**src/rtl/muldiv.sv**
```systemverilog
// Iterative multiply/divide unit holding the architectural HI/LO registers.
// Radix-2 shift-add multiply, restoring divide, one operation in flight.
module muldiv #(
    parameter int WORD_SIZE = 32
) (
    input  logic                 clk,
    input  logic                 rst_n,
    input  logic                 start,
    input  logic [1:0]           op,
    input  logic [WORD_SIZE-1:0] s_data,
    input  logic [WORD_SIZE-1:0] t_data,
    input  logic                 hi_we,
    input  logic                 lo_we,
    output logic                 busy,
    output logic                 done,
    output logic [WORD_SIZE-1:0] hi,
    output logic [WORD_SIZE-1:0] lo
);

    localparam int W  = WORD_SIZE;
    localparam int CW = $clog2(W + 1);

    typedef enum logic [1:0] {
        IDLE = 2'd0,
        RUN  = 2'd1,
        FIX  = 2'd2
    } state_t;

    state_t          state_q, state_d;
    logic [CW-1:0]   cnt_q, cnt_d;
    logic [W-1:0]    a_q, a_d;            // |s|: multiplicand / dividend magnitude
    logic [W-1:0]    b_q, b_d;            // |t|: multiplier / divisor magnitude
    logic [W-1:0]    acc_hi_q, acc_hi_d;  // partial product high half / remainder
    logic [W-1:0]    acc_lo_q, acc_lo_d;  // multiplier bits / quotient bits
    logic            is_div_q, is_div_d;
    logic            prod_neg_q, prod_neg_d;
    logic            rem_neg_q, rem_neg_d;
    logic            div_zero_q, div_zero_d;
    logic            done_q, done_d;
    logic [W-1:0]    hi_q, hi_d;
    logic [W-1:0]    lo_q, lo_d;

    logic            in_signed;
    logic            s_neg, t_neg;
    logic [W-1:0]    s_mag, t_mag;
    logic [W:0]      mul_sum;
    logic [W:0]      rem_shift;
    logic [W:0]      rem_sub;
    logic            rem_ge;
    logic [2*W-1:0]  prod_raw;

    always_comb begin
        // NOTE: every signal gets a default before any branch so no latch is inferred.
        in_signed = ~op[0];
        s_neg     = in_signed & s_data[W-1];
        t_neg     = in_signed & t_data[W-1];
        s_mag     = s_neg ? -s_data : s_data;
        t_mag     = t_neg ? -t_data : t_data;

        mul_sum   = {1'b0, acc_hi_q} + (acc_lo_q[0] ? {1'b0, a_q} : {(W+1){1'b0}});
        rem_shift = {acc_hi_q, acc_lo_q[W-1]};
        rem_ge    = rem_shift >= {1'b0, b_q};
        rem_sub   = rem_shift - {1'b0, b_q};
        prod_raw  = {acc_hi_q, acc_lo_q};

        state_d    = state_q;
        cnt_d      = cnt_q;
        a_d        = a_q;
        b_d        = b_q;
        acc_hi_d   = acc_hi_q;
        acc_lo_d   = acc_lo_q;
        is_div_d   = is_div_q;
        prod_neg_d = prod_neg_q;
        rem_neg_d  = rem_neg_q;
        div_zero_d = div_zero_q;
        done_d     = 1'b0;
        hi_d       = hi_q;
        lo_d       = lo_q;

        case (state_q)
            IDLE: begin
                if (start) begin
                    // Register writes arriving with start are dropped on purpose.
                    a_d        = s_mag;
                    b_d        = t_mag;
                    acc_hi_d   = '0;
                    acc_lo_d   = op[1] ? s_mag : t_mag;
                    is_div_d   = op[1];
                    prod_neg_d = s_neg ^ t_neg;
                    rem_neg_d  = s_neg;
                    div_zero_d = (t_data == '0);
                    cnt_d      = CW'(W);
                    state_d    = RUN;
                end else begin
                    if (hi_we) hi_d = s_data;
                    if (lo_we) lo_d = s_data;
                end
            end

            RUN: begin
                if (is_div_q) begin
                    acc_hi_d = rem_ge ? rem_sub[W-1:0] : rem_shift[W-1:0];
                    acc_lo_d = {acc_lo_q[W-2:0], rem_ge};
                end else begin
                    acc_hi_d = mul_sum[W:1];
                    acc_lo_d = {mul_sum[0], acc_lo_q[W-1:1]};
                end
                cnt_d = cnt_q - CW'(1);
                if (cnt_q == CW'(1)) state_d = FIX;
            end

            FIX: begin
                if (!is_div_q) begin
                    {hi_d, lo_d} = prod_neg_q ? -prod_raw : prod_raw;
                end else if (div_zero_q) begin
                    lo_d = '1;
                    hi_d = rem_neg_q ? -a_q : a_q;
                end else begin
                    lo_d = prod_neg_q ? -acc_lo_q : acc_lo_q;
                    hi_d = rem_neg_q  ? -acc_hi_q : acc_hi_q;
                end
                done_d  = 1'b1;
                state_d = IDLE;
            end

            default: state_d = IDLE;
        endcase
    end

    always_ff @(posedge clk or negedge rst_n) begin
        if (!rst_n) begin
            state_q    <= IDLE;
            cnt_q      <= '0;
            a_q        <= '0;
            b_q        <= '0;
            acc_hi_q   <= '0;
            acc_lo_q   <= '0;
            is_div_q   <= 1'b0;
            prod_neg_q <= 1'b0;
            rem_neg_q  <= 1'b0;
            div_zero_q <= 1'b0;
            done_q     <= 1'b0;
            hi_q       <= '0;
            lo_q       <= '0;
        end else begin
            // NOTE: non-blocking assignments so every flop samples pre-edge values.
            state_q    <= state_d;
            cnt_q      <= cnt_d;
            a_q        <= a_d;
            b_q        <= b_d;
            acc_hi_q   <= acc_hi_d;
            acc_lo_q   <= acc_lo_d;
            is_div_q   <= is_div_d;
            prod_neg_q <= prod_neg_d;
            rem_neg_q  <= rem_neg_d;
            div_zero_q <= div_zero_d;
            done_q     <= done_d;
            hi_q       <= hi_d;
            lo_q       <= lo_d;
        end
    end

    assign busy = (state_q != IDLE);
    assign done = done_q;
    assign hi   = hi_q;
    assign lo   = lo_q;

endmodule
```
**config.mk**
```make
export PLATFORM = sky130hd
export DESIGN_NAME = muldiv
export DESIGN_NICKNAME = d
export VERILOG_FILES = /design/src/rtl/muldiv.sv
export SDC_FILE = /design/constraint.sdc
export NUM_CORES = 1
export LEC_CHECK = 0
export CORE_MARGIN = 2
export CORE_UTILIZATION = 30
export CTS_CLUSTER_DIAMETER = 150
export DETAILED_ROUTE_END_ITERATION = 12
export GPL_TIMING_DRIVEN = 0
export HOLD_SLACK_MARGIN = 0.05
export SLEW_MARGIN = 20
export SYNTH_ARGS = -nofsm -noshare
export SYNTH_HDL_FRONTEND = slang
export SYNTH_SLANG_ARGS = --single-unit
```
**constraint.sdc**
```tcl
create_clock -name clk -period 3.86 [get_ports clk]
set_input_delay 1.158 -clock clk [delete_from_list [all_inputs] [get_ports clk]]
set_output_delay 1.158 -clock clk [all_outputs]
set_load 0.005 [all_outputs]
```
==> flow_summary.yaml, run 1 <==
run_status:
  status: "complete, no violations"
worst_setup_path:
  cp-start-kind: "primary input"
  crit_family: "buffers and inverters"
  r2r-start: "acc_hi_q[0]"
  worst_setup_path_end_kind: "flop"
  worstPathCellList: "clkdlybuf4s50_1 > nand2_1 > clkbuf_1 > clkbuf_1 > clkbuf_2 > nand2_1 > o41ai_1"
  crit_path_max_fanout: 10
  worstRegToRegCells: 11
  slowest_stage: "clkdlybuf4s50_1"
  critPathArrivalTime_ns: 4.16
  reg2reg_to: "hi[26]"
  critPathRequiredTime_ns: 4.24
  slowest_delay_ns: 0.72
  critPathBufInv: 4
  r2r_setup_slack_ns: 0.15
  crit_type: "in2reg"
sta:
  drv_slew: 0
  hold_violations: 0
  fin_skew_ns: 0.0214
  fmax_ghz: 0.265
  setup_viol: 0
  rsz0062_at_grt: "no"
  max_slew.worst_pin.slew_ns: 1.27
  period_share_pct: 97.9
  fin_crit_ns: 3.78
  whs_ns: 0.479
  slew_headroom_pct: 15.4
place:
  place_congestion: 0.995
  numPortBuffers: 132
  dp_hpwl_um: 62400
routing:
  drcViolationCount: 0
  first_pass_iters: 5
  detail_route.wl_per_cell_um: 24.9
  num_vias: 18300
  drt_wl_total_um: 77600
  drtIter0Drc: 2005
  ant_nets: 0
  routed_via_density: 5.89
cells_and_area:
  seq_area_um2: 5130
  drive_gt1_share_pct: 5.26
  nFillCells: 5992
  multiInputGateArea_um2: 11500
  utilization_pct: 36.7
  nets: 2484
  area_growth_pct: 20.7
floorplanning:
  std_cell_rows: 87
  fp.dieW_um: 244
  die-area_um2: 59400
  dieHeight_um: 244
  coreArea_um2: 56600
  pin_count: 137
  start_util_pct: 30.5
clock_network:
  numCtsBuffers: 25
  root_buffer: "clkbuf_16"
  cts_tree: "yes"
  htree_num_levels: 1
  cts_hold_buf: 0
  clockBufferDepth: 3
  cts_sinks: 205
  insertion_delay_ns: 0.59
  clkTransAtPathRegs_ns: 0.06
synth:
  synth_top_area_share_pct: 29.8
  yosysTopAreaCell: "dfrtp_1"
  async_flop_share_pct: 100
  synth-edff-count: 0
  syn_area_um2: 17200
  synth_top_family_by_area: "compound AO/OA/AOI/OAI gates"
  ys_types: 75
  synth_seq_cells: 205
  syn_inst: 2178
  synthAdderAreaFrac_pct: 5.39
  synth_area_leaders: "dfrtp_1, o21ai_0, xnor2_1"
  synth_ff_type: "dfrtp_1"
  synthTopCellsByCount: "nand2_1, o21ai_0, dfrtp_1, clkbuf_1, xnor2_1"
  synth_compound_area_share_pct: 25.2
  synthSimpleGateAreaFrac_pct: 19.6
  seq_area_frac_synth_pct: 29.8
  yosysMostFrequentCell: "nand2_1"
  yosysWarningCount: 0
  avgSynthCellArea_um2: 7.91
  synth-xor-area-share_pct: 11.2
  synth_nets: 2322
  synth.area.mux_share_pct: 3.83
pwr:
  ir_drop_mv: 0.455
  p_per_area_nw_per_um2: 956
  p_leak_nw: 8.32
global_route:
  first_global_vias: 17700
  grt_pass1_wl_um: 114000
  grt.overflow.total: 0
  grt_max_degree: 84
  antenna_found_initial: 2
  grt_use_total_pct: 25.2
worst_hold_path:
  hold-path-endpoint: "cnt_q[5]"
  holdPathStages: 1
  hp-start: "cnt_q[5]"
  hp-class: "reg2reg"
job:
  drv_cap: 0
==> worst max-delay path by stage <==
| stage | cells past startpoint | from | end | slack [ns] |
|---|---|---|---|---|
| after floorplan | 10 | s_data[4] | acc_lo_q[21] | 0.35 |
| after global placement | 1 | rst_n | acc_hi_q[23] | -6.98 |
| after detailed placement | 10 | s_data[0] | acc_lo_q[21] | -0.99 |
| after CTS | 12 | acc_lo_q[0] | acc_hi_q[30] | -0.02 |
| after global routing | 10 | s_data[12] | acc_lo_q[30] | 0.01 |
| final | 7 | start | div_zero_q | 0.08 |
==> state kept, by name, summed over array words and instances (netlist names) <==
register and flops:
acc_lo_q 32, acc_hi_q 32, b_q 32, prod_neg_q 1
hi 32, is_div_q 1, a_q 32, done 1
rem_neg_q 1, lo 32, cnt_q 6, div_zero_q 1
state_q 2
==> cell type report <==
class / instances / area share (%)
Timing Repair Buffer: 138 / 6.85
Clock buffer: 28 / 3.16
Buffer: 154 / 2.88
Sequential cell: 205 / 24.7
Antenna cell: 1 / 0.0120
Clock inverter: 16 / 1.45
Inverter: 72 / 1.30
Multi-Input combinational cell: 1744 / 55.1
Tap cell: 756 / 4.55
==> worst reg2reg max path: stages, from the launching register on <==
cell and delay [ns]:
dfrtp_1 0.54, inv_1 0.18, ha_1 0.24, nor3b_1 0.43
nand4_1 0.40, or3_1 0.50, nor2_1 0.19, nand2_1 0.11
o21ai_0 0.23, xnor2_1 0.10, a221oi_1 0.52, nor3_1 0.12
==> metal layers <==
metal | global-route usage, % | routed length (um) | up-vias
met5 | 0.735 | 95 | -
met4 | 12.1 | 4290 | 8
met3 | 4.90 | 6600 | 209
met2 | 39.6 | 34600 | 932
met1 | 33.2 | 32000 | 9004
li1 | - | - | 8189
==> where the power goes <==
group	internal (mW)	switching, mW
Clock	1.76	1.04
Combinational	5.00	7.52
Sequential	3.19	1.39
Total	9.94	9.95
==> timing repair <==
item / in CTS / in global routing
cloned: 0 / 0
resized for setup: 22 / 35
pin swaps: 0 / 2
setup buffers: 0 / 4
setup endpoints to repair: 49 / 34
==> metrics by stage <==
stage | setup WS (ns) | power [mW] | std cells | cell area (um^2) | TNS (ns)
after global placement | -6.98 | 16.5 | 3066 | 19500 | -1449.73
after detailed placement | -0.992 | 16.6 | 3068 | 19600 | -30.01
final | 0.0803 | 19.9 | 3114 | 20800 | 0
after global routing | 0.0140 | 21.2 | 3113 | 20800 | 0
after CTS | -0.0197 | 19.5 | 3110 | 20600 | -0.0197
after floorplan | 0.353 | 12.2 | 2178 | 17200 | 0
==> layout by cell type (no fill, tap or decap), types with 19 or more instances in the layout <==
cell,netlist,routed
xor2_1,87,86
ha_1,71,71
a221oi_1,19,19
nand2_1,291,291
o221ai_1,24,24
xnor2_1,134,132
clkbuf_16,0,25
o22ai_1,35,35
o21ai_0,236,234
dfrtp_1,205,204
nor2b_1,20,20
inv_1,72,72
a211oi_1,33,32
mux2i_1,58,58
a21oi_1,118,118
nor3_1,29,29
or4_1,21,21
clkbuf_1,146,138
a21o_1,34,33
or3_1,22,22
clkdlybuf4s50_1,0,124
and2_1,47,47
nor2_1,115,115
a31oi_1,21,20
and3_1,19,19
o31ai_1,38,36
nand3_1,53,51
==> cells by family after synthesis <==
group / after synthesis
DFF: 205
xor gates and xnor gates: 221
buffers and inverters: 229
muxes: 64
adders and majority gates: 73
AOI/OAI and AO/OA: 683
and+or+nand+nor: 703
(Power assumes the default switching activity.)
==> inputs of run 2 (changes only) <==
CTS_CLUSTER_DIAMETER = 40   (was 150)
==> flow_summary.yaml, run 2 (same netlist as run 1, synthesis figures left out) <==
run_status:
  status: "complete, no violations"
clock_network:
  cts_sinks: 205
  cts_hold_buf: 0
  htree_num_levels: 2
  clockBufferDepth: 3
  numCtsBuffers: 40
  clkTransAtPathRegs_ns: 0.05
  root_buffer: "clkbuf_16"
  cts_tree: "yes"
  insertion_delay_ns: 0.58
sta:
  rsz0062_at_grt: "no"
  period_share_pct: 97.4
  fmax_ghz: 0.266
  fin_skew_ns: 0.0477
  whs_ns: 0.478
  drv_slew: 0
  fin_crit_ns: 3.76
  hold_violations: 0
  slew_headroom_pct: 17.4
  setup_viol: 0
  max_slew.worst_pin.slew_ns: 1.24
routing:
  drt_wl_total_um: 77600
  detail_route.wl_per_cell_um: 24.7
  ant_nets: 0
  drtIter0Drc: 2003
  num_vias: 18300
  routed_via_density: 5.84
  first_pass_iters: 6
  drcViolationCount: 0
worst_setup_path:
  crit_type: "in2reg"
  reg2reg_to: "hi[26]"
  worstRegToRegCells: 11
  r2r_setup_slack_ns: 0.12
  r2r-start: "acc_hi_q[0]"
  cp-start-kind: "primary input"
  worst_setup_path_end_kind: "flop"
  crit_path_max_fanout: 10
  critPathArrivalTime_ns: 4.13
  critPathRequiredTime_ns: 4.23
global_route:
  grt_max_degree: 84
  first_global_vias: 17800
  grt_use_total_pct: 25.4
  grt_pass1_wl_um: 114000
  antenna_found_initial: 3
  grt.overflow.total: 0
cells_and_area:
  nFillCells: 5934
  diodes: 0
  layout_common_cells: "nand2_1, o21ai_0, dfrtp_1, clkbuf_1, xnor2_1"
  area_growth_pct: 23.0
  mostFrequentLayoutCell: "nand2_1"
  finalInstanceArea_um2: 21200
  drive_gt1_share_pct: 6.12
  nets: 2500
job:
  drv_cap: 0
pwr:
  p_per_area_nw_per_um2: 972
  p_leak_nw: 8.51
  p_seq_share_pct: 22.2
  p_sw_share_pct: 49.3
  pwr-share-comb_pct: 60.6
  power_switching_mw: 10.2
  power_frac_clock_pct: 17.2
  power.internal_mw: 10.5
  ir_drop_mv: 0.397
floorplanning:
  std_cell_rows: 87
  fp.dieW_um: 244
  pin_count: 137
  coreArea_um2: 56600
  dieHeight_um: 244
  start_util_pct: 30.5
  die-area_um2: 59400
worst_hold_path:
  hp-start: "cnt_q[5]"
  holdPathStages: 1
  hp-class: "reg2reg"
  hold-path-endpoint: "cnt_q[5]"
place:
  numPortBuffers: 132
  postPlaceCellArea_um2: 19600
  place_congestion: 0.995
  dp_hpwl_um: 62400
[run 2: worst max path at each step]
stage	slack (ns)	startpoint	end
after floorplan	0.35	s_data[4]	acc_lo_q[21]
after global placement	-6.98	rst_n	acc_hi_q[23]
after detailed placement	-0.99	s_data[0]	acc_lo_q[21]
after CTS	-0.002	acc_lo_q[0]	acc_hi_q[30]
after global routing	0.01	acc_lo_q[0]	acc_hi_q[30]
final	0.10	start	div_zero_q
[run 2: area by class of cell]
class | count | area, um^2 | share of cell area, %
multi-input cells | 1744 | 11500 | 54.0
flip-flops and latches | 205 | 5130 | 24.2
repair buffers | 139 | 1430 | 6.76
clock buffers | 52 | 1130 | 5.31
well taps | 756 | 946 | 4.46
plain buffers | 154 | 597 | 2.82
inverters | 72 | 270 | 1.27
clock inverters | 19 | 238 | 1.12
[run 2: repair_timing]
item,CTS,global route
setup buffers,0,5
gates resized for setup,21,31
setup endpoints to repair,49,40
pin swaps,0,4
[run 2: critical path: stages]
cell and delay, ns:
clkdlybuf4s50_1 0.72, nand2_1 0.39, clkbuf_1 0.53, clkbuf_1 0.56, clkbuf_2 0.43, nand2_1 0.13, o41ai_1 0.21
[run 2: metrics by stage]
stage          setup WS, ns  power [mW]  util [%]  TNS [ns]  instances
2_1_floorplan         0.353        12.2         -         0       2178
3_3_place_gp          -6.98        16.5      34.5  -1449.73       3066
3_5_place_dp         -0.992        16.6      34.6    -30.01       3068
4_1_cts            -0.00231        20.3      37.1  -0.00231       3137
5_1_grt              0.0114        22.0      37.4         0       3141
6_report              0.100        20.6      37.4         0       3141
[run 2: routing by layer]
layer  routed length [um]  GRT usage [%]  vias to the layer above
li1                     -              -                     8236
met1                32100           33.2                     8963
met2                35000           40.0                      930
met3                 6650           5.76                      195
met4                 3870           11.5                        4
met5                   27              0                        -
[run 2: power by group through the flow]
stage                     logic [mW]  registers (mW)  clock network, mW
after floorplan                 8.25            3.97                  0
after global placement          12.0            4.49                  0
after detailed placement        12.1            4.53                  0
after CTS                       12.2            4.53               3.56
after global routing            13.6            4.67               3.66
final                           12.5            4.57               3.54
